$ cat config.mk
export PLATFORM = sky130hd
export DESIGN_NAME = ppu_soam_buffer
export DESIGN_NICKNAME = d
export VERILOG_FILES = /design/src/rtl/ppu_soam_buffer.sv
export SDC_FILE = /design/constraint.sdc
export NUM_CORES = 1
export LEC_CHECK = 0
export CORE_UTILIZATION = 50
export DETAILED_ROUTE_END_ITERATION = 12
export DONT_BUFFER_PORTS = 1
export GPL_ROUTABILITY_DRIVEN = 0
export SYNTH_ARGS = -nofsm -noshare
export SYNTH_HDL_FRONTEND = slang
export SYNTH_SLANG_ARGS = --single-unit
$ cat constraint.sdc
create_clock -name clk -period 6.55 [get_ports clk]
set_input_delay 0.655 -clock clk [delete_from_list [all_inputs] [get_ports clk]]
set_output_delay 0.655 -clock clk [all_outputs]
set_load 0.005 [all_outputs]
$ cat src/rtl/ppu_soam_buffer.sv
// rtl/ppu_soam_buffer.sv - secondary OAM byte buffer with all-ones clear sweep
// Appends are counted per whole sprite; the clear pass walks the array one address per cycle.
module ppu_soam_buffer #(
  parameter  int SPRITES          = 8,
  parameter  int BYTES_PER_SPRITE = 4,
  parameter  int DATA_W           = 8,
  localparam int DEPTH            = SPRITES * BYTES_PER_SPRITE,
  localparam int AW               = $clog2(DEPTH),
  localparam int CW               = $clog2(SPRITES + 1)
) (
  input  logic              clk,
  input  logic              rst,
  input  logic              clear_start,
  input  logic              append_valid,
  input  logic [DATA_W-1:0] append_data,
  output logic              append_ready,
  input  logic [AW-1:0]     rd_addr,
  output logic [DATA_W-1:0] rd_data,
  output logic              busy,
  output logic [CW-1:0]     sprite_count,
  output logic              full,
  output logic              overflow
);

  localparam int BW = (BYTES_PER_SPRITE > 1) ? $clog2(BYTES_PER_SPRITE) : 1;

  typedef enum logic {
    S_IDLE,
    S_CLEAR
  } state_t;

  state_t              r_state;
  state_t              w_next_state;
  logic [DATA_W-1:0]   r_mem [DEPTH];
  logic [AW-1:0]       r_clr_addr;
  logic [AW-1:0]       r_wr_ptr;
  logic [BW-1:0]       r_byte_idx;
  logic [CW-1:0]       r_count;
  logic                r_overflow;
  logic [DATA_W-1:0]   r_rd_data;
  logic                w_clr_we;
  logic                w_app_we;
  logic                w_clr_last;

  assign busy         = (r_state == S_CLEAR);
  assign full         = (r_count == CW'(SPRITES));
  assign sprite_count = r_count;
  assign overflow     = r_overflow;
  assign rd_data      = r_rd_data;
  assign append_ready = !busy && !full && !clear_start;
  assign w_app_we     = append_valid && append_ready;
  assign w_clr_we     = busy;
  assign w_clr_last   = (r_clr_addr == AW'(DEPTH - 1));

  always_ff @(posedge clk or negedge rst) begin
    if (!rst) begin
      r_state <= S_IDLE;
    end else begin
      r_state <= w_next_state;
    end
  end

  always_comb begin
    w_next_state = r_state;
    if (clear_start) begin
      w_next_state = S_CLEAR;
    end else if (r_state == S_CLEAR && w_clr_last) begin
      w_next_state = S_IDLE;
    end
  end

  always_ff @(posedge clk or negedge rst) begin
    if (!rst) begin
      r_clr_addr <= '0;
      r_wr_ptr   <= '0;
      r_byte_idx <= '0;
      r_count    <= '0;
      r_overflow <= 1'b0;
      r_rd_data  <= '0;
    end else begin
      r_rd_data <= r_mem[rd_addr];
      if (clear_start) begin
        r_clr_addr <= '0;
        r_wr_ptr   <= '0;
        r_byte_idx <= '0;
        r_count    <= '0;
        r_overflow <= 1'b0;
      end else begin
        if (busy) begin
          r_clr_addr <= w_clr_last ? '0 : r_clr_addr + AW'(1);
        end
        if (w_app_we) begin
          // Saturate so the pointer never addresses past the array end.
          if (r_wr_ptr != AW'(DEPTH - 1)) begin
            r_wr_ptr <= r_wr_ptr + AW'(1);
          end
          if (r_byte_idx == BW'(BYTES_PER_SPRITE - 1)) begin
            r_byte_idx <= '0;
            r_count    <= r_count + CW'(1);
          end else begin
            r_byte_idx <= r_byte_idx + BW'(1);
          end
        end
        if (append_valid && full && !busy) begin
          r_overflow <= 1'b1;
        end
      end
    end
  end

  // Storage is deliberately not reset; writes are held off while rst is low.
  always_ff @(posedge clk) begin
    if (rst) begin
      if (w_clr_we) begin
        r_mem[r_clr_addr] <= '1;
      end else if (w_app_we) begin
        r_mem[r_wr_ptr] <= append_data;
      end
    end
  end

endmodule

==> impl_metrics.env <==
export IMPL_hold_path_depth=1
export IMPL_path_buf_inv=0
export IMPL_path_clk_slew_ns=0.06
export IMPL_avgSynthCellArea_sq_um=19.5
export IMPL_numPortBuffers=0
export IMPL_min_delay_start="clear_start"
export IMPL_fillers=1668
export IMPL_timing_rr_end="r_mem[22][6]"
export IMPL_postSynthCellCount=590
export IMPL_setup_viol=0
export IMPL_cts_sinks=282
export IMPL_cap_viol_max_count=0
export IMPL_muxShareOfSynthArea_pct=18.1
export IMPL_ys_types=37
export IMPL_drt_pass1_iterations=4
export IMPL_synthAdderAreaFrac_pct=0.760
export IMPL_rsz0062_at_grt="false"
export IMPL_cpPeakStageDelay_ns=0.97
export IMPL_seq_area_frac_synth_pct=72.3
export IMPL_htreeDepth=1
export IMPL_rows=55
export IMPL_cp_end_kind="register"
export IMPL_cp_cell_sequence="nor3b_1 > nand3_1 > mux2_2 > nor2_1"
export IMPL_clock_fmax_mhz=262
export IMPL_rr_startpoint="busy"
export IMPL_fin_cells=890
export IMPL_cp_start_kind="register"
export IMPL_ant_nets=0
export IMPL_core_sq_um=22600
export IMPL_die_h_um=154
export IMPL_synth_compound_area_share_pct=1.02
export IMPL_cts_buffer_depth=3
export IMPL_grt_pass1_vias=5686
export IMPL_dp_hpwl_mm=14.9
export IMPL_critical_path_top_delay_family="simple AND/OR/NAND/NOR gates"
export IMPL_cts_root_buf="clkbuf_16"
export IMPL_drive_gt1_share_pct=23.5
export IMPL_r2r_slack_ns=2.74
export IMPL_syn_to_final_growth_pct=9.68
export IMPL_netlist_area_sq_um=11500
export IMPL_synth_ff_latch_count=282
export IMPL_cts_buffers=28
export IMPL_routed_via_count=5522
export IMPL_nets=609
export IMPL_min_to="r_byte_idx[1]"
export IMPL_grt_max_degree=65
export IMPL_start_util_pct=50.9
export IMPL_wirelength_mm=23.9
export IMPL_worst_pin_slew_ns=1.16
export IMPL_path_class="reg -> reg"
export IMPL_p_leak_nw=4.50
export IMPL_hold_viol_final=0
export IMPL_max_slew_margin_pct=22.7
export IMPL_power_density_nw_per_um2=289
export IMPL_cts_tree="yes"
export IMPL_fin_setup_tns_ns=0
export IMPL_diodes=0
export IMPL_synth_xor_area_share_pct=0.532
export IMPL_antenna_found_initial=1
export IMPL_syn_nets=614
export IMPL_r2r_cells=4
export IMPL_die_w_um=154
export IMPL_status="complete, no violations"
export IMPL_final_max_slew_viol_count=0
export IMPL_synth_warnings=0
export IMPL_fin_util_pct=55.8
export IMPL_synthSimpleGateAreaFrac_pct=5.44
export IMPL_drcViolationCount=0
export IMPL_synth_top_family_by_area="multiplexers"
export IMPL_grt_ovfl_total=0
export IMPL_period_needed_ns=3.81
export IMPL_io_pins=33
export IMPL_hold_path_class="in -> reg"
export IMPL_drt_vias_per_instance=6.20
export IMPL_period_share_pct=58.2
export IMPL_post_place_cells=838
export IMPL_path_max_fanout=22
export IMPL_dieArea_sq_um=23700
export IMPL_wl_per_cell_um=26.8
export IMPL_worst_path_max_delay_cell="nand3_1"
export IMPL_critPathArrivalTime_ns=3.98
export IMPL_finalClockSkew_ns=0.0111
export IMPL_drtIter0Drc=484
export IMPL_grt_pass1_wl_mm=36.5
export IMPL_clk_insertion_delay_late_ns=0.54
export IMPL_ir_drop_mv=0.164
export IMPL_grtUsageTotal_pct=21.3
export IMPL_cp_required_ns=6.72
## layout by cell type (no fill, tap or decap), types with 7 or more instances in the layout
master and count:
mux2i_1 16, dfrtp_1 26, clkbuf_16 29, nor2b_1 8
mux2_2 11, nor3_1 7, mux4_2 80, edfxtp_1 256
ha_1 7, nand2b_1 7, nand2_1 13, or2_2 9
nor2_1 54
## timing repair
item                                   in CTS  in global routing
resized for setup                           0                  0
hold buffers                                2                  0
buffers inserted                            0                  0
endpoints found under the hold margin      26                  0
## worst max path at each step
stage	from	end	slack (ns)	cells after the start
6_report	busy	r_mem[22][6]	2.74	4
5_1_grt	busy	r_mem[22][6]	2.47	4
4_1_cts	busy	r_mem[22][0]	2.76	4
3_5_place_dp	clear_start	r_mem[22][3]	2.76	4
3_3_place_gp	clear_start	r_mem[8][1]	2.92	4
2_1_floorplan	clear_start	r_mem[31][0]	3.91	5
## sequential cells by signal, indices dropped and copies added, names as in the netlist
| name | cells |
|---|---|
| rd_data | 8 |
| overflow | 1 |
| r_byte_idx | 2 |
| sprite_count | 4 |
| r_mem | 256 |
| r_wr_ptr | 5 |
| busy | 1 |
| r_clr_addr | 5 |
## cell families (layout without fill, tap and decap cells)
logic type	Yosys count	count (layout)
compound gates	18	18
xor+xnor	7	7
fa+ha+maj	7	7
buf+inv	42	57
flops	282	282
mux	107	107
simple gates	127	127
## power by group
| part | leakage [nW] | internal, mW | switching (mW) |
|---|---|---|---|
| Combinational | 1.04 | 0.0506 | 0.0373 |
| Clock | 0.452 | 0.959 | 0.651 |
| Sequential | 3.01 | 1.95 | 0.00919 |
## layout make-up
class                   instances  area [sq um]  area share, %
clock buffers                  33           741           5.86
repair buffers                  2          30.0          0.238
flip-flops and latches        282          8340           65.9
well taps                     285           357           2.82
clock inverters                17           180           1.43
multi-input cells             266          2980           23.6
inverters                       5          18.8          0.148
## layer usage
layer	wire, um	GRT usage, %	up-vias
met5	0	0	-
met4	410	5.38	0
met3	1460	3.30	28
met2	11400	32.8	177
met1	10700	32.1	2953
li1	-	-	2364
## synthesized netlist by cell type
cell type	number	area, sq um
nand2b_1	7	43.8
nor4_1	5	31.3
a2111oi_0	1	8.76
ha_1	7	87.6
nand4_1	4	25.0
mux4_2	80	1800
and3_1	4	25.0
nand2_1	13	48.8
edfxtp_1	256	7690
nor4b_1	1	8.76
and2_1	1	6.26
nor3b_1	3	22.5
mux2_2	11	124
buf_2	3	15.0
xnor2_1	4	35.0
a31oi_1	2	12.5
or3b_2	1	8.76
nor3_1	7	35.0
mux2i_1	16	160
dfrtp_1	26	651
a32o_1	1	10.0
a21oi_1	5	25.0
buf_6	6	67.6
nor2b_1	8	50.1
buf_4	1	7.51
xor2_1	3	26.3
or2_2	9	56.3
nand3_1	5	25.0
buf_1	7	26.3
nor2_1	54	203
inv_1	5	18.8
o31ai_1	1	7.51
clkbuf_1	20	75.1
o32a_1	2	20.0
nand3b_1	5	37.5
o21ai_0	5	25.0
o41ai_1	1	8.76
## through the flow
step           power [mW]  hold WS, ns  setup WS (ns)  instance area (sq um)
5_1_grt              3.75        0.159           2.47                  12600
3_3_place_gp         2.08        0.360           2.92                  11700
2_1_floorplan        2.08        0.359           3.91                  11500
4_1_cts              3.67        0.152           2.76                  12600
3_5_place_dp         2.08        0.360           2.76                  11700
6_report             3.65        0.168           2.74                  12600
## worst reg2reg max path: stages, from the launching register on
cell and delay (ns):
dfrtp_1 0.58, nor3b_1 0.70, nand3_1 0.97, mux2_2 0.63, nor2_1 0.57
Power figures use the tool's default switching activity.
